`config.mk`:
```
export PLATFORM = sky130hd
export DESIGN_NAME = core_seq_ctrl
export DESIGN_NICKNAME = d
export VERILOG_FILES = /design/src/rtl/core_seq_ctrl.sv
export SDC_FILE = /design/constraint.sdc
export NUM_CORES = 1
export LEC_CHECK = 0
export CORE_ASPECT_RATIO = 1.5
export CORE_MARGIN = 2
export CORE_UTILIZATION = 50
export DETAILED_ROUTE_END_ITERATION = 16
export PLACE_DENSITY_LB_ADDON = 0.05
export SYNTH_ARGS = -nofsm -noshare
export SYNTH_HDL_FRONTEND = slang
export SYNTH_SLANG_ARGS = --single-unit
```
`constraint.sdc`:
```
create_clock -name clk -period 11.2 [get_ports clk]
set_clock_uncertainty 0.15 [all_clocks]
set_input_delay 2.24 -clock clk [delete_from_list [all_inputs] [get_ports clk]]
set_output_delay 2.24 -clock clk [all_outputs]
set_load 0.02 [all_outputs]
```
`src/rtl/core_seq_ctrl.sv`:
```
// Sequencer that generates the core instruction stream for one 3x3 convolution tile:
// per-kij weight/activation load, execute and psum drain, then per-output accumulation.
module core_seq_ctrl #(
    parameter int unsigned ROW       = 8,
    parameter int unsigned COL       = 8,
    parameter int unsigned LEN_NIJ   = 36,
    parameter int unsigned NIJ_SQRT  = 6,
    parameter int unsigned LEN_KIJ   = 9,
    parameter int unsigned KIJ_SQRT  = 3,
    parameter int unsigned ONIJ_SQRT = 4,
    parameter int unsigned GAP       = 10,
    parameter logic [10:0] W_BASE    = 11'h400
) (
    input  logic        clk,
    input  logic        reset,
    input  logic        start,
    input  logic [1:0]  mode_in,
    input  logic        ofifo_valid,
    output logic [33:0] inst,
    output logic [1:0]  mode,
    output logic        core_reset,
    output logic        sfp_valid,
    output logic [3:0]  onij,
    output logic        busy,
    output logic        done
);

    typedef enum logic [3:0] {
        StIdle, StKrst, StWl0, StWld, StGap, StAl0, StExec, StOwait, StOrd,
        StOrst, StArd, StOut, StDone
    } state_e;

    localparam logic [33:0] INST_IDLE = 34'h1_800C_0000;
    localparam int unsigned ACC = 33, CEN_P = 32, WEN_P = 31, CEN_X = 19;
    localparam int unsigned OFIFO_RD = 6, L0_RD = 3, L0_WR = 2, EXE = 1, LOAD = 0;

    localparam logic [6:0] COL_T     = 7'(COL);
    localparam logic [6:0] NIJ_T     = 7'(LEN_NIJ);
    localparam logic [6:0] KIJ_T     = 7'(LEN_KIJ);
    localparam logic [6:0] KSQ_T     = 7'(KIJ_SQRT);
    localparam logic [6:0] WLD_LAST  = 7'(COL - 1);
    localparam logic [6:0] GAP_LAST  = 7'(GAP - 1);
    localparam logic [6:0] EXEC_LAST = 7'(LEN_NIJ + ROW + COL - 1);
    localparam logic [3:0] KIJ_LAST  = 4'(LEN_KIJ - 1);
    localparam logic [3:0] O_LAST    = 4'(ONIJ_SQRT * ONIJ_SQRT - 1);
    localparam logic [3:0] OSQ_O     = 4'(ONIJ_SQRT);

    state_e      state_q, state_d;
    logic [6:0]  t_q, t_d;
    logic [3:0]  kij_q, kij_d;
    logic [3:0]  o_q, o_d;

    logic [33:0] inst_d;
    logic        core_reset_d, sfp_valid_d;
    logic [3:0]  onij_d;
    logic [6:0]  ki, kj;
    logic [3:0]  r, c;
    logic [10:0] ard_addr;

    always_comb begin
        state_d = state_q;
        t_d     = t_q + 7'd1;
        kij_d   = kij_q;
        o_d     = o_q;
        unique case (state_q)
            StIdle: begin
                t_d = '0;
                if (start) begin
                    state_d = StKrst;
                    kij_d   = '0;
                    o_d     = '0;
                end
            end
            StKrst: begin state_d = StWl0; t_d = '0; end
            StWl0:  if (t_q == COL_T)    begin state_d = StWld; t_d = '0; end
            StWld:  if (t_q == WLD_LAST) begin state_d = StGap; t_d = '0; end
            StGap:  if (t_q == GAP_LAST) begin state_d = StAl0; t_d = '0; end
            StAl0:  if (t_q == NIJ_T)    begin state_d = StExec; t_d = '0; end
            StExec: begin
                if (t_q == EXEC_LAST) begin
                    state_d = ofifo_valid ? StOrd : StOwait;
                    t_d     = '0;
                end
            end
            StOwait: begin
                t_d = '0;
                if (ofifo_valid) state_d = StOrd;
            end
            StOrd: begin
                if (t_q == NIJ_T) begin
                    t_d = '0;
                    if (kij_q == KIJ_LAST) begin
                        state_d = StOrst;
                    end else begin
                        state_d = StKrst;
                        kij_d   = kij_q + 4'd1;
                    end
                end
            end
            StOrst: begin state_d = StArd; t_d = '0; end
            StArd:  if (t_q == KIJ_T) begin state_d = StOut; t_d = '0; end
            StOut: begin
                t_d = '0;
                if (o_q == O_LAST) begin
                    state_d = StDone;
                end else begin
                    state_d = StOrst;
                    o_d     = o_q + 4'd1;
                end
            end
            StDone: begin state_d = StIdle; t_d = '0; end
            default: begin state_d = StIdle; t_d = '0; end
        endcase
    end

    // Outputs are decoded from the next state so they change on the same edge as the state.
    assign ki = t_d / KSQ_T;
    assign kj = t_d % KSQ_T;
    assign r  = o_d / OSQ_O;
    assign c  = o_d % OSQ_O;
    assign ard_addr = 11'(t_d) * 11'(LEN_NIJ + 1) + (11'(r) + 11'(ki)) * 11'(NIJ_SQRT)
                    + 11'(c) + 11'(kj);

    always_comb begin
        inst_d       = INST_IDLE;
        core_reset_d = 1'b0;
        sfp_valid_d  = 1'b0;
        onij_d       = '0;
        unique case (state_d)
            StKrst, StOrst: core_reset_d = 1'b1;
            StWl0: begin
                if (t_d < COL_T) begin
                    inst_d[CEN_X] = 1'b0;
                    inst_d[17:7]  = W_BASE + 11'(kij_d) * 11'(COL) + 11'(t_d);
                end
                inst_d[L0_WR] = (t_d != '0);
            end
            StWld: begin
                inst_d[L0_RD] = 1'b1;
                inst_d[LOAD]  = 1'b1;
            end
            StAl0: begin
                if (t_d < NIJ_T) begin
                    inst_d[CEN_X] = 1'b0;
                    inst_d[17:7]  = 11'(t_d);
                end
                inst_d[L0_WR] = (t_d != '0);
            end
            StExec: begin
                inst_d[EXE]   = (t_d < NIJ_T);
                inst_d[L0_RD] = (t_d < NIJ_T);
            end
            StOrd: begin
                inst_d[OFIFO_RD] = 1'b1;
                inst_d[CEN_P]    = 1'b0;
                inst_d[WEN_P]    = 1'b0;
                inst_d[30:20]    = 11'(kij_d) * 11'(LEN_NIJ + 1) + 11'(t_d);
            end
            StArd: begin
                if (t_d < KIJ_T) begin
                    inst_d[CEN_P] = 1'b0;
                    inst_d[30:20] = ard_addr;
                end
                inst_d[ACC] = (t_d != '0);
            end
            StOut: begin
                sfp_valid_d = 1'b1;
                onij_d      = o_d;
            end
            default: ;
        endcase
    end

    always_ff @(posedge clk) begin
        if (!reset) begin
            state_q    <= StIdle;
            t_q        <= '0;
            kij_q      <= '0;
            o_q        <= '0;
            inst       <= INST_IDLE;
            mode       <= '0;
            core_reset <= 1'b0;
            sfp_valid  <= 1'b0;
            onij       <= '0;
            busy       <= 1'b0;
            done       <= 1'b0;
        end else begin
            state_q    <= state_d;
            t_q        <= t_d;
            kij_q      <= kij_d;
            o_q        <= o_d;
            inst       <= inst_d;
            core_reset <= core_reset_d;
            sfp_valid  <= sfp_valid_d;
            onij       <= onij_d;
            busy       <= (state_d != StIdle) && (state_d != StDone);
            done       <= (state_d == StDone);
            if (state_q == StIdle && start) mode <= mode_in;
        end
    end

endmodule
```
==> results.toml <==
[synth]
synth-edff-count = 0
yosysSeqAreaShare_pct = 20.1
async_reset_ff_share_pct = 0
synth.distinct_cells = 80
syn_avg_cell_area_um2 = 8.24
ys_ff_latch = 58
synth_top_flop_cell = "dfxtp_1"
yosysWarnings = 0
netlist_instances = 701
syn_area_um2 = 5780

[global_route]
grt_overflow_total = 0
grt_max_degree = 30
grt.total_usage_pct = 25.3
antenna_found_initial = 0
grt_pass1_vias = 5039
grt_pass1_wl_um = 24700

[worst_setup_path]
startpoint = "t_q[0]"
cp.depth = 39
cp_max_fo = 10
path_buf_inv = 6
crit_required_ns = 11.30
endpoint_kind = "flop"
r2r_start = "t_q[0]"
reg2regPathDepth = 39
cpPeakStageDelay_ns = 0.54
endpoint = "inst[30]"
crit_family = "adder cells"
critPathLaunchType = "flop"
critPathSlowestCell = "fa_1"
rrSetupSlack_ns = 0.70
arrival_ns = 10.60
critPathKind = "reg2reg"
r2r-end = "inst[30]"

[clock_network]
path_clk_slew_ns = 0.06
cts.sinks = 58
numCtsBuffers = 9
clk_path_buf_depth = 2
postCtsHoldBufs = 0
clock-root-buffer = "clkbuf_16"
clk_latency_ns = 0.33
htree_levels = 3
cts_tree = "built"

[finish]
fin_cells = 894
layout-drive-gt1-share_pct = 8.06
antennaDiodeCount = 0
areaGrowthSynthToFinish_pct = 15.8
final_common_cell = "inv_1"
nets = 839
fillCellCount = 1036
layout_common_cells = "90 x inv_1, 69 x ha_1, 58 x dfxtp_1"
stdcell_area_um2 = 6690

[floorplan]
rows = 48
die_w_um = 91.8
ios = 50
die_h_um = 136
start_util_pct = 50.6
die_area_um2 = 12400
core_um2 = 11400

[power]
finalPower_uw = 596
leakagePower_nw = 3.17
power_density_nw_per_um2 = 89.1
ir_drop_uv = 74.0

[sta]
fin_crit_sh_pct = 93.8
max_freq_ghz = 0.0952
rsz0062_at_grt = "false"
relSlewSlack_pct = 33.6
slew_violations = 0
hold_viol_final = 0
setup_viol = 0
worst_pin_slew_ns = 0.992
min_period_ns = 10.50
setup_tns_ns = 0

[routing]
num_vias = 5050
firstDrtPassIters = 5
drt-total-wl_um = 15300
drc = 0
dr.first_iter.drc_count = 217
vias_per_cell = 5.65
wl_per_cell_um = 17.1
antenna_left = 0

[placement]
place_hpwl_um = 12200
placed_cells = 874
gp_congestion = 0.901
dpl_cell_area_um2 = 6300
io_buffer_count = 44

[outcome]
status = "completed"

[min_path]
hold_class = "reg2reg"

[run]
drv_cap = 0
-- tightest hold or removal path: stages, from the launching register on --
cell     delay (ns)
dfxtp_1        0.33
mux2i_1        0.07
nor2b_1        0.10
-- report_power, final --
part / switching [mW] / total, mW / internal, mW
sequential: 0.00510 / 0.215 / 0.210
clock: 0.103 / 0.322 / 0.219
combinational: 0.0378 / 0.0583 / 0.0206
-- cell type report --
| class | count | area (um2) | area share [%] |
|---|---|---|---|
| multi-input combinational | 522 | 4120 | 61.6 |
| sequential | 58 | 1160 | 17.4 |
| tap | 150 | 188 | 2.81 |
| clock inverter | 7 | 125 | 1.87 |
| inverter | 94 | 353 | 5.27 |
| clock buffer | 9 | 225 | 3.37 |
| timing repair buffer | 54 | 515 | 7.71 |
-- worst min-delay path by stage --
stage | start | endpoint | slack [ns] | cells after the start
detailed placement | mode[0] | mode[0] | 0.36 | 2
CTS | mode[0] | mode[0] | 0.38 | 2
global placement | mode[0] | mode[0] | 0.36 | 2
finish | mode[0] | mode[0] | 0.38 | 2
global route | mode[1] | mode[1] | 0.45 | 2
floorplan | mode[0] | mode[0] | 0.45 | 2
-- cells by family (layout without fill, tap and decap cells) --
group                      count (synthesis)  in the layout  share of synthesized area, %
AOI/OAI and AO/OA                        157            157                          19.8
xor gates and xnor gates                  36             36                          5.59
adders and majority gates                 94             94                          23.6
buffers and inverters                    124            164                          8.94
DFF                                       58             58                          20.1
muxes                                      7              7                          1.47
other                                      2              5                         0.130
and+or+nand+nor                          223            223                          20.4
-- state kept, by name (all words and copies together), names as in the netlist, 2 cells and up --
register,flops
t_q,7
onij,4
kij_q,4
inst,29
state_q,4
mode,2
o_q,4
-- cells in the mapped netlist (4+ instances only) --
master    count  share of area [%]
fa_1         25                8.7
o211ai_1      5               0.65
nor4_1        4               0.43
dfxtp_1      58                 20
clkbuf_1     14               0.91
a21o_1       20                2.6
o21ai_0      23                2.0
nor3_1       18                1.6
or3_1         5               0.54
nor2_1       57                3.7
buf_4         6               0.78
buf_2         5               0.43
nand3_1      24                2.1
nand4_1       4               0.43
a21oi_1      36                3.1
mux2i_1       4               0.69
inv_1        90                5.8
nor2b_1       8               0.87
a211oi_1      5               0.65
o21a_1        4               0.52
or2_2         4               0.43
a22oi_1      11                1.4
xnor2_1      21                3.2
and2_1       32                3.5
ha_1         69                 15
o21bai_1      5               0.65
nand2b_1      7               0.76
nand2_1      34                2.2
a31oi_1       9               0.97
xor2_1       14                2.1
-- metal layers --
metal	vias to the layer above	routed length, um	global-route usage, %	share of wire (%)
met2	116	8160	47.5	53
met5	-	0	0	0
met3	31	521	3.12	3.4
met1	2409	6170	28.2	40
met4	0	452	11.7	3.0
li1	2494	-	-	-
-- through the flow --
step           setup WS, ns  hold slack (ns)  utilization, %
2_1_floorplan          1.49            0.446               -
3_3_place_gp          0.827            0.356            55.2
3_5_place_dp          0.463            0.361            55.2
4_1_cts               0.429            0.378            58.3
5_1_grt              0.0169            0.452            58.6
6_report              0.700            0.380            58.6
-- timing repair --
action	CTS	global route
endpoints found under the setup margin	0	4
buffers inserted	0	4
gates resized for setup	0	3
endpoints found under the hold margin	0	0
Power figures use the tool's default switching activity.
